[src/rtl/operand_mux_arbiter_pkg.sv]
// Shared types for the two-requester operand mux arbiter: FSM state encoding
// and the source encodings reported on out_src / sel.
package operand_mux_arbiter_pkg;

   typedef enum logic [1:0] {
      IDLE   = 2'd0,
      LOCK_A = 2'd1,
      LOCK_B = 2'd2
   } state_t;

   localparam logic SRC_A = 1'b0;
   localparam logic SRC_B = 1'b1;

   // Lock state that belongs to a given source.
   function automatic state_t lock_of(input logic src);
      return (src == SRC_B) ? LOCK_B : LOCK_A;
   endfunction

endpackage

[src/rtl/operand_mux_arbiter_mux2_word.sv]
// WIDTH-bit 2:1 select datapath; pure wiring, no arithmetic on the data.
module mux2_word #(
   parameter int WIDTH = 8
) (
   input  logic             i_sel,
   input  logic [WIDTH-1:0] i_d0,
   input  logic [WIDTH-1:0] i_d1,
   output logic [WIDTH-1:0] o_y
);

   assign o_y = i_sel ? i_d1 : i_d0;

endmodule

[src/rtl/operand_mux_arbiter.sv]
// Packet-aware round-robin arbiter between two requesters feeding one
// registered output beat; a packet, once started, holds the grant until last.
module operand_mux_arbiter
   import operand_mux_arbiter_pkg::*;
#(
   parameter int WIDTH = 8
) (
   input  logic             clk,
   input  logic             rst_n,
   input  logic             a_valid,
   input  logic [WIDTH-1:0] a_data,
   input  logic             a_last,
   output logic             a_ready,
   input  logic             b_valid,
   input  logic [WIDTH-1:0] b_data,
   input  logic             b_last,
   output logic             b_ready,
   output logic             out_valid,
   output logic [WIDTH-1:0] out_data,
   output logic             out_last,
   output logic             out_src,
   input  logic             out_ready,
   output logic             sel,
   output state_t           dbg_state
);

   // Handshakes: a beat moves on x_valid && x_ready in the same cycle; valid
   // is never expected to wait for ready, and ready never depends on a stall
   // of anything but the output register (load_en).

   state_t           r_state;
   state_t           w_state_nxt;
   logic             r_rr_last;
   logic             w_rr_last_nxt;
   logic             r_sel;
   logic             r_out_valid;
   logic             r_out_last;
   logic             r_out_src;
   logic [WIDTH-1:0] r_out_data;

   logic             w_load_en;
   logic             w_gnt_vld;
   logic             w_gnt_src;
   logic             w_sel;
   logic             w_accept;
   logic             w_acc_last;
   logic [WIDTH-1:0] w_mux_data;

   assign w_load_en = !r_out_valid || out_ready;

   // Grant decision: who would be served this cycle if the output can load.
   always_comb begin
      w_gnt_vld = 1'b0;
      w_gnt_src = r_sel;
      case (r_state)
         IDLE: begin
            if (a_valid && b_valid) begin
               w_gnt_vld = 1'b1;
               w_gnt_src = ~r_rr_last;
            end else if (a_valid) begin
               w_gnt_vld = 1'b1;
               w_gnt_src = SRC_A;
            end else if (b_valid) begin
               w_gnt_vld = 1'b1;
               w_gnt_src = SRC_B;
            end
         end
         LOCK_A: begin
            w_gnt_vld = a_valid;
            w_gnt_src = SRC_A;
         end
         LOCK_B: begin
            w_gnt_vld = b_valid;
            w_gnt_src = SRC_B;
         end
         default: begin
            w_gnt_vld = 1'b0;
            w_gnt_src = r_sel;
         end
      endcase
   end

   // Output decode; reset gating keeps sel and readies low while rst_n = 0.
   always_comb begin
      w_sel      = rst_n && (w_gnt_vld ? w_gnt_src : r_sel);
      w_accept   = rst_n && w_load_en && w_gnt_vld;
      a_ready    = w_accept && (w_gnt_src == SRC_A);
      b_ready    = w_accept && (w_gnt_src == SRC_B);
      w_acc_last = (w_gnt_src == SRC_B) ? b_last : a_last;
   end

   // Next-state and round-robin pointer update.
   always_comb begin
      w_state_nxt   = r_state;
      w_rr_last_nxt = r_rr_last;
      if (w_accept) begin
         if (w_acc_last) begin
            w_state_nxt   = IDLE;
            w_rr_last_nxt = w_gnt_src;
         end else begin
            w_state_nxt = lock_of(w_gnt_src);
         end
      end
   end

   always_ff @(posedge clk or negedge rst_n) begin
      if (!rst_n) begin
         r_state   <= IDLE;
         r_rr_last <= 1'b1;
         r_sel     <= 1'b0;
      end else begin
         r_state   <= w_state_nxt;
         r_rr_last <= w_rr_last_nxt;
         r_sel     <= w_sel;
      end
   end

   mux2_word #(
      .WIDTH (WIDTH)
   ) u_mux2_word (
      .i_sel (w_sel),
      .i_d0  (a_data),
      .i_d1  (b_data),
      .o_y   (w_mux_data)
   );

   // Output register: a drain and a fresh load in one cycle simply overwrite.
   always_ff @(posedge clk or negedge rst_n) begin
      if (!rst_n) begin
         r_out_valid <= 1'b0;
         r_out_last  <= 1'b0;
         r_out_src   <= 1'b0;
         r_out_data  <= '0;
      end else if (w_load_en) begin
         r_out_valid <= w_accept;
         if (w_accept) begin
            r_out_last <= w_acc_last;
            r_out_src  <= w_gnt_src;
            r_out_data <= w_mux_data;
         end
      end
   end

   assign out_valid = r_out_valid;
   assign out_data  = r_out_data;
   assign out_last  = r_out_last;
   assign out_src   = r_out_src;
   assign sel       = w_sel;
   assign dbg_state = r_state;

endmodule
[config.mk]
export PLATFORM = sky130hd
export DESIGN_NAME = operand_mux_arbiter
export DESIGN_NICKNAME = d
export VERILOG_FILES = /design/src/rtl/operand_mux_arbiter_pkg.sv /design/src/rtl/operand_mux_arbiter_mux2_word.sv /design/src/rtl/operand_mux_arbiter.sv
export SDC_FILE = /design/constraint.sdc
export NUM_CORES = 1
export LEC_CHECK = 0
export ABC_AREA = 1
export CORE_MARGIN = 2
export CORE_UTILIZATION = 43
export DETAILED_ROUTE_END_ITERATION = 8
export PLACE_DENSITY_LB_ADDON = 0.08
export SKIP_CTS_REPAIR_TIMING = 1
export SLEW_MARGIN = 0
export SYNTH_ARGS = -nofsm -noshare
export SYNTH_HDL_FRONTEND = slang
export SYNTH_SLANG_ARGS = --single-unit
[constraint.sdc]
create_clock -name clk -period 1.9 [get_ports clk]
set_clock_uncertainty 0.05 [all_clocks]
set_input_delay 0.38 -clock clk [delete_from_list [all_inputs] [get_ports clk]]
set_output_delay 0.38 -clock clk [all_outputs]
set_load 0.01 [all_outputs]
-- Word-level counts from Yosys, hierarchy flattened
Index checks and enable logic that the tools add are counted.
Widths: inputs -> output; s select.
- bits in registers: 15
- bits of input ports: 23
- output and inout bits: 16
- word-level logic and storage cells: 35
- eq/ne operators: 2
- mux-type cells: 13
- bitwise logic cells: 2
- reduce and logical (&&, ||, !) cells: 11
- operators with widths (operator ; number):
    $mux 1 ; 8
    $mux 8 ; 1
    $logic_and 1x1->1 ; 6
    $pmux 1 s3 ; 2
    $mux 2 ; 2
    $reduce_and 2->1 ; 2
    $eq 2x1->1 const B ; 1
    $eq 2x2->1 const B ; 1
    $logic_not 2->1 ; 1
    $not 1->1 ; 2
    $logic_not 1->1 ; 1
    $logic_or 1x1->1 ; 1

-- Longest topological paths before layout
- word-level depth: 7
- gate-level depth with buffers: 9
- mapped depth without buffers: 9

-- Cells and area by module
A second synthesis with hierarchy kept.
- cells, all modules: 112
- area, all modules: 824.5 um^2
- by module, submodules not included (module ; times used ; cells each ; area each (um^2) ; sequential area each (um^2)):
    operand_mux_arbiter ; 1 ; 86 ; 719.4 ; 376.6
    mux2_word ; 1 ; 26 ; 105.1 ; 0.0

-- Worst setup path before layout
OpenSTA, ideal clock, no wires.
- path type: register -> output
- from: register r_state[1], in the netlist dbg_state[1]
- to: output sel
- arrival time: 1.019 ns
- required time: 1.470 ns
- setup slack: 0.451 ns
- stages on the path, launching flop included: 8
- buffers on the path: 0
- path through: dfrtp_1 > inv_2 > nand2_4 > nand3_1 > nand2_1 > inv_2 > nand2_4 > inv_1
- longest elaborated chain between the ends: 4
- elaborated cells on any way between the ends: 7
- classes of those cells: eq/ne (2); mux (3); reduce/logical (2)
- ends and longest elaborated chain (what ; RTL line ; RTL):
    start, declared ; operand_mux_arbiter.sv:31 ; state_t r_state;
    start signal, assigned ; operand_mux_arbiter.sv:112 ; r_state <= w_state_nxt;
    $eq 2x2->1, or another cell as far along ; operand_mux_arbiter.sv:55 ; case (r_state)
    $pmux 1 s3 ; operand_mux_arbiter.sv:55 ;
    $mux 1 (*) ; operand_mux_arbiter.sv:85 ; w_sel = rst_n && (w_gnt_vld ? w_gnt_src : r_sel);
    $logic_and 1x1->1 (*) ; operand_mux_arbiter.sv:85 ;
    end, declared ; operand_mux_arbiter.sv:23 ; output logic sel,
Every way passes the cells marked *; elsewhere a longest branch is shown, timed or not.

-- Worst setup path in the final report
- from: input out_ready
- to: output b_ready
- longest elaborated chain between the ends: 4
- ends and longest elaborated chain (what ; RTL line ; RTL):
    start, declared ; operand_mux_arbiter.sv:22 ; input logic out_ready,
    $logic_or 1x1->1 ; operand_mux_arbiter.sv:49 ; assign w_load_en = !r_out_valid || out_ready;
    $logic_and 1x1->1 (2 in a row) ; operand_mux_arbiter.sv:86 ; w_accept = rst_n && w_load_en && w_gnt_vld;
    $logic_and 1x1->1 ; operand_mux_arbiter.sv:88 ; b_ready = w_accept && (w_gnt_src == SRC_B);
    end, declared ; operand_mux_arbiter.sv:17 ; output logic b_ready,
Every way passes these cells.

==> reports/metrics.yaml <==
hold_viol_final: 0
p_seq_share_pct: 56.7
ir_drop_v: 0.000378
path_clk_slew_ns: 0.08
switching_share_pct: 20.9
finalCritPeriodShare_pct: 96.6
dieArea_um2: 2380
numCtsBuffers: 3
finalSetupTns_ns: 0
synthCells: 111
ys_warn_count: 0
io_pins: 39
drt-initial-drc-count: 6
clockBufferDepth: 2
timing.fmax_ghz: 0.545
tightest_slew_ns: 0.197
clk_latency_ns: 0.28
combPwrFrac_pct: 11.8
synth.distinct_cells: 15
max_stage_delay_ns: 0.45
grt-busiest-layer: "met2"
row_count: 16
slowest_stage: "clkdlybuf4s50_1"
max-cap-violations: 0
crit_family: "buffers and inverters"
end_kind: "output port"
viasPerCell: 4.48
status: "completed"
wl_per_cell_um: 10.8
via_count: 838
htree_levels: 1
grt_util_met3_pct: 3.40
synth-seq-cells: 15
yosysTopAreaCell: "dfrtp_1"
timing.final.ws_setup_ns: 0.0651
ys.flop_type: "dfrtp_1"
num-nets-final: 184
drc: 0
power_frac_clock_pct: 31.5
die_y_um: 48.7
finalCoreUtilization_pct: 70.8
arrival_ns: 1.40
crit_path_start_kind: "input port"
routed_wl_um: 2010
synth_edf_count: 0
cts-root-buf: "clkbuf_4"
crit_fanout: 4
dpl-instance-area_um2: 1310
clkSinkCount: 15
n_antenna_cell: 0
pre_cts_slack_ns: -0.423
grt_usage_pct: 19.2
power_leakage_uw: 0.000794
first_pass_iters: 3
cts_tree: "done"
yosysMostFrequentCell: "nand2_1"
syn_to_final_growth_pct: 58.1
p_sw_uw: 118
final_cell_area_um2: 1360
drive_gt1_share_pct: 19.4
initial_utilization_pct: 44.8
hold_class: "reg2reg"
grt_pass1_vias: 881
synthTopCellsByArea: "dfrtp_1 41%, nand2_1 15%, nand3_1 11%"
powerDensity_nw_per_um2: 414
crit_buf_inv: 5
synthesis.nets: 134
postSynthAreaPerCell_um2: 7.76
synthTopCellsByCount: "35 x nand2_1, 20 x inv_1, 19 x nand3_1"
drv_slew: 0
antenna_found_initial: 0
async_reset_ff_share_pct: 100
ant_nets: 0
io_buffer_count: 38
ys_seq_area_share_pct: 43.8
synth_area_um2: 861
final-setup-viol-count: 0
gr-usage-met1_pct: 22.0
crit_chain: "clkdlybuf4s50_1 > inv_1 > nand2_2 > nand3_4 > inv_2 > nand2_2 > inv_2 > dlymetal6s2s_1"
gp_congestion: 0.790
dpl.hpwl_um: 1650
relSlewSlack_pct: 86.9
grt_max_degree: 16
overflow: 0
critPathKind: "in2out"
grt_pass1_wl_um: 3580
min_period_ns: 1.83
met2_usage_pct: 34.5
coreArea_um2: 1920
synth_top_area_share_pct: 40.7
die_w_um: 48.7
p_int_uw: 445
worst_ep_required_time_ns: 1.47
[state kept, by name, summed over array words and instances, names as in the netlist]
name and cells:
out_src 1, r_sel 1, out_data 8, r_rr_last 1, out_valid 1, out_last 1
dbg_state 2
[logic make-up (layout without fill, tap and decap cells)]
group	count (synthesis)	in the layout	synth area share, %
compound gates	2	2	2.18
buf+inv	27	76	13.5
flops	15	15	43.8
simple gates	67	67	40.6
[area by class of cell]
type	count	area, um2
fillers	182	561
repair buffers	47	460
flip-flops and latches	15	377
multi-input cells	69	370
inverters	25	93.8
well taps	27	33.8
clock buffers	4	26.3
[worst min-delay path, delay by kind of cell, from the launching register on]
| family | cells | cell delay, ns |
|---|---|---|
| simple gates | 2 | 0.09 |
| flops | 1 | 0.38 |
[power groups by stage]
stage / combinational (uW) / clock, uW / sequential [uW]
CTS: 68.0 / 188 / 319
floorplan: 10.6 / 0 / 325
global placement: 66.9 / 0 / 325
finish: 66.7 / 177 / 319
detailed placement: 67.8 / 0 / 325
global route: 73.5 / 205 / 319
[through the flow]
| step | total power (uW) | hold WS [ns] | instances |
|---|---|---|---|
| final | 563 | 0.424 | 187 |
| after global routing | 597 | 0.434 | 187 |
| after CTS | 575 | 0.428 | 186 |
| after detailed placement | 393 | 0.415 | 182 |
| after global placement | 392 | 0.406 | 182 |
| after floorplan | 336 | 0.0344 | 111 |
[path summary, 6_finish.rpt]
check	from	to	slack (ns)	cells after the start
max	out_ready	b_ready	0.07	8
min reg2reg	r_rr_last	r_rr_last	0.42	2
max reg2reg	r_rr_last	out_data[5]	0.53	8
min	r_rr_last	r_rr_last	0.42	2
max in group asynchronous	rst_n	r_rr_last	1.04	2
min in group asynchronous	rst_n	out_data[5]	0.51	2
[layout by cell type (no fill, tap or decap)]
cell | synthesis | routed
clkbuf_1 | 0 | 1
nand2_4 | 3 | 3
nand3_4 | 2 | 2
nor2_4 | 1 | 1
dfrtp_1 | 14 | 14
nand3_2 | 1 | 1
o22ai_2 | 1 | 1
nand3_1 | 19 | 19
clkbuf_4 | 0 | 3
inv_1 | 20 | 20
dlymetal6s2s_1 | 0 | 5
nand2_2 | 4 | 5
buf_4 | 0 | 9
clkdlybuf4s50_1 | 0 | 33
nor2_1 | 2 | 2
inv_2 | 5 | 5
nand2_1 | 35 | 34
o22ai_1 | 1 | 1
dfstp_2 | 1 | 1
[metal layers]
metal / up-vias / part of all wire, %
li1: 432 / -
met4: 0 / 0
met1: 384 / 42
met3: 0 / 5.4
met5: - / 0
met2: 22 / 53
Note: power is estimated with default switching activity, not from simulation.
==> RTL change (same flow settings) <==
`WIDTH` is set to 8 in 2 places; all go to 12.
--- a/src/rtl/operand_mux_arbiter_mux2_word.sv
+++ b/src/rtl/operand_mux_arbiter_mux2_word.sv
@@ -1,5 +1,5 @@
 // WIDTH-bit 2:1 select datapath; pure wiring, no arithmetic on the data.
 module mux2_word #(
-   parameter int WIDTH = 8
+   parameter int WIDTH = 12
 ) (
    input  logic             i_sel,
--- a/src/rtl/operand_mux_arbiter.sv
+++ b/src/rtl/operand_mux_arbiter.sv
@@ -4,5 +4,5 @@
    import operand_mux_arbiter_pkg::*;
 #(
-   parameter int WIDTH = 8
+   parameter int WIDTH = 12
 ) (
    input  logic             clk,
Interface: changed (resized a_data, b_data and out_data); port bits go from 39 to 51. The function was not compared with the original's and may differ.
==> RTL change against the unedited design <==
  * Combinational power is 38% higher
  * Routed wire length up 37%
  * Power grew 26%
  * Design area is 24% higher
  * Via count rose by 32%
  * Final cell count is 27% higher
  * Core utilization shrank 0.69 points
  * Area after synthesis grew 24%
  * Sequential cell count is 4 higher
  * Setup slack got worse by 0.0073 ns
  * Sequential share of layout area up 0.54 points
  * Critical path depth fell by 1
  * Clock power increased by 20%
  * Critical path type is now register to output port
  * Critical endpoint unchanged
  * Largest power group unchanged
==> RTL change: results (changes against the unedited design) <==
----------------------------------------------------
[Clocking]
  Clock Root Buffer ... sky130_fd_sc_hd__clkbuf_4
  Clock edge transition at the registers on the reported setup and hold paths ... 0.11 ns (+0.03 ns)
  TritonCTS buffer count ... 3 (unchanged)
  Max Buffers Root-to-Sink ... 2 (unchanged)
  Insertion delay of the later-clocked pin in the worst-skew pair ... 0.29 ns
  Maximum level of the CTS H-tree ... 1 (unchanged)

[Worst setup path]
  Slowest stage delay, CP ... 0.44 ns
  Cell with the largest stage delay on the worst path ... sky130_fd_sc_hd__dfrtp_1
  Highest net fanout along the worst path ... 4 (unchanged)
  Largest delay contributor family on the critical path ... flip-flops
  Data arrival at the endpoint of the critical path ... 1.41 ns

[Place]
  Final GP Congestion ... 0.8556 (+8.4%)
  Setup slack after placement ... -0.4600 ns (-0.03691 ns)
  Post-DP HPWL ... 2.160 mm (+31%)
  Count of input and output buffers ... 50 (+32%)

[Global route]
  Initial antenna violation count ... 0 (unchanged)
  Global router's overall resource usage ... 21.07% (+1.9 points)
  Total grt overflow ... 0 (unchanged)
  Vias in the first global route ... 1090 (+24%)
  Wire length of the first global-routing pass ... 4.491 mm (+25%)
  Pin count of the biggest net entering global routing ... 19 (+3)

[STA]
  Worst slew margin relative to its limit ... 81.82% (-5.1 points)
  Max-slew violations ... 0 (unchanged)

[Power and ir drop]
  Leak Pwr ... 0.9621 nW (+21%)
  VDD IR-drop max ... 328.1 uV (-13%)
  Power share of the combinational group ... 13.0% (+1.2 points)
  Cell internal pwr ... 0.0005482 W (+23%)
  Share of power burned in registers ... 57.0% (+0.3 points)

[Synthesis]
  Number of distinct library cells after synthesis ... 16 (+1)
  Seq/Total Area, Yosys ... 44.82% (+1.1 points)
  Leading register cell type out of synthesis ... sky130_fd_sc_hd__dfrtp_1
  Commonest cells in the netlist ... sky130_fd_sc_hd__nand2_1 (50), sky130_fd_sc_hd__inv_1 (29), sky130_fd_sc_hd__nand3_1 (27), sky130_fd_sc_hd__dfrtp_1 (18), sky130_fd_sc_hd__inv_2 (4)
  Cell types occupying the most area after synthesis ... sky130_fd_sc_hd__dfrtp_1 (42%), sky130_fd_sc_hd__nand2_1 (18%), sky130_fd_sc_hd__nand3_1 (13%)
  Net Count, Synth ... 177 (+32%)
  Count of warnings emitted by yosys ... 0 (unchanged)
  Share of flip-flops with an asynchronous set or reset ... 100.0% (unchanged)

[Routing]
  Initial DRC count ... 15 (+9)
  Via/cell ratio ... 4.671 (+4.2%)
  Length of the first detailed-routing pass in iterations ... 4 (+1)
  Aggregate routed wire length ... 2.761 mm (+37%)

[Layout]
  ANT cells ... 0 (unchanged)
  Filler cell count ... 202 (+11%)
  Net count of the finished layout ... 239 (+30%)
  Fraction of final layout cells sized beyond drive strength 1 ... 16.91% (-2.5 points)
  Number of flip-flops in the largest register ... 12 (+4)

[Worst hold path]
  Type of the most critical hold path ... primary input to asynchronous set/reset pin

[Status]
  Outcome ... complete, no violations

----------------------------------------------------
RTL change: area by class of cell:
cell class                      count  share of cell area (%)
Clock buffer                        4                   1.554
Inverter                           33                   7.328
Multi-Input combinational cell     89                   25.39
Sequential cell                    19                   28.20
Tap cell                           30                   2.221
Timing Repair Buffer               62                   35.31
RTL change: stage by stage:
stage | total power, W | cells | area, um2
2_1_floorplan | 0.0004276 | 146 | 1064
3_3_place_gp | 0.0005030 | 232 | 1638
3_5_place_dp | 0.0005057 | 232 | 1638
4_1_cts | 0.0007133 | 236 | 1664
5_1_grt | 0.0007330 | 237 | 1690
6_report | 0.0007093 | 237 | 1690
RTL change: cell families after synthesis:
logic type,count (synthesis),synth area share [%]
DFF,19,44.82
and+or+nand+nor,87,38.00
buffers and inverters,38,16.00
AOI/OAI and AO/OA,2,1.176
RTL change: routing by layer:
layer	global-route usage, %	share of wire, %
met1	25.09	43
met2	39.23	51
met3	3.056	5.4
met4	5.128	0.36
met5	0	0
RTL change: path summary, 6_finish.rpt:
kind | to | cells past startpoint | slack (ns) | start
setup / recovery | b_ready | 7 | 0.06 | dbg_state[0]$_DFFE_PN0P_
hold / removal | r_sel$_DFF_PN0_ | 2 | 0.1 | rst_n
setup reg to reg | out_data[4]$_DFFE_PN0P_ | 8 | 0.45 | dbg_state[0]$_DFFE_PN0P_
hold reg to reg | r_rr_last$_DFFE_PN1P_ | 2 | 0.43 | r_rr_last$_DFFE_PN1P_
max in group asynchronous | r_rr_last$_DFFE_PN1P_ | 2 | 1.35 | rst_n
min in group clk | r_rr_last$_DFFE_PN1P_ | 2 | 0.43 | r_rr_last$_DFFE_PN1P_
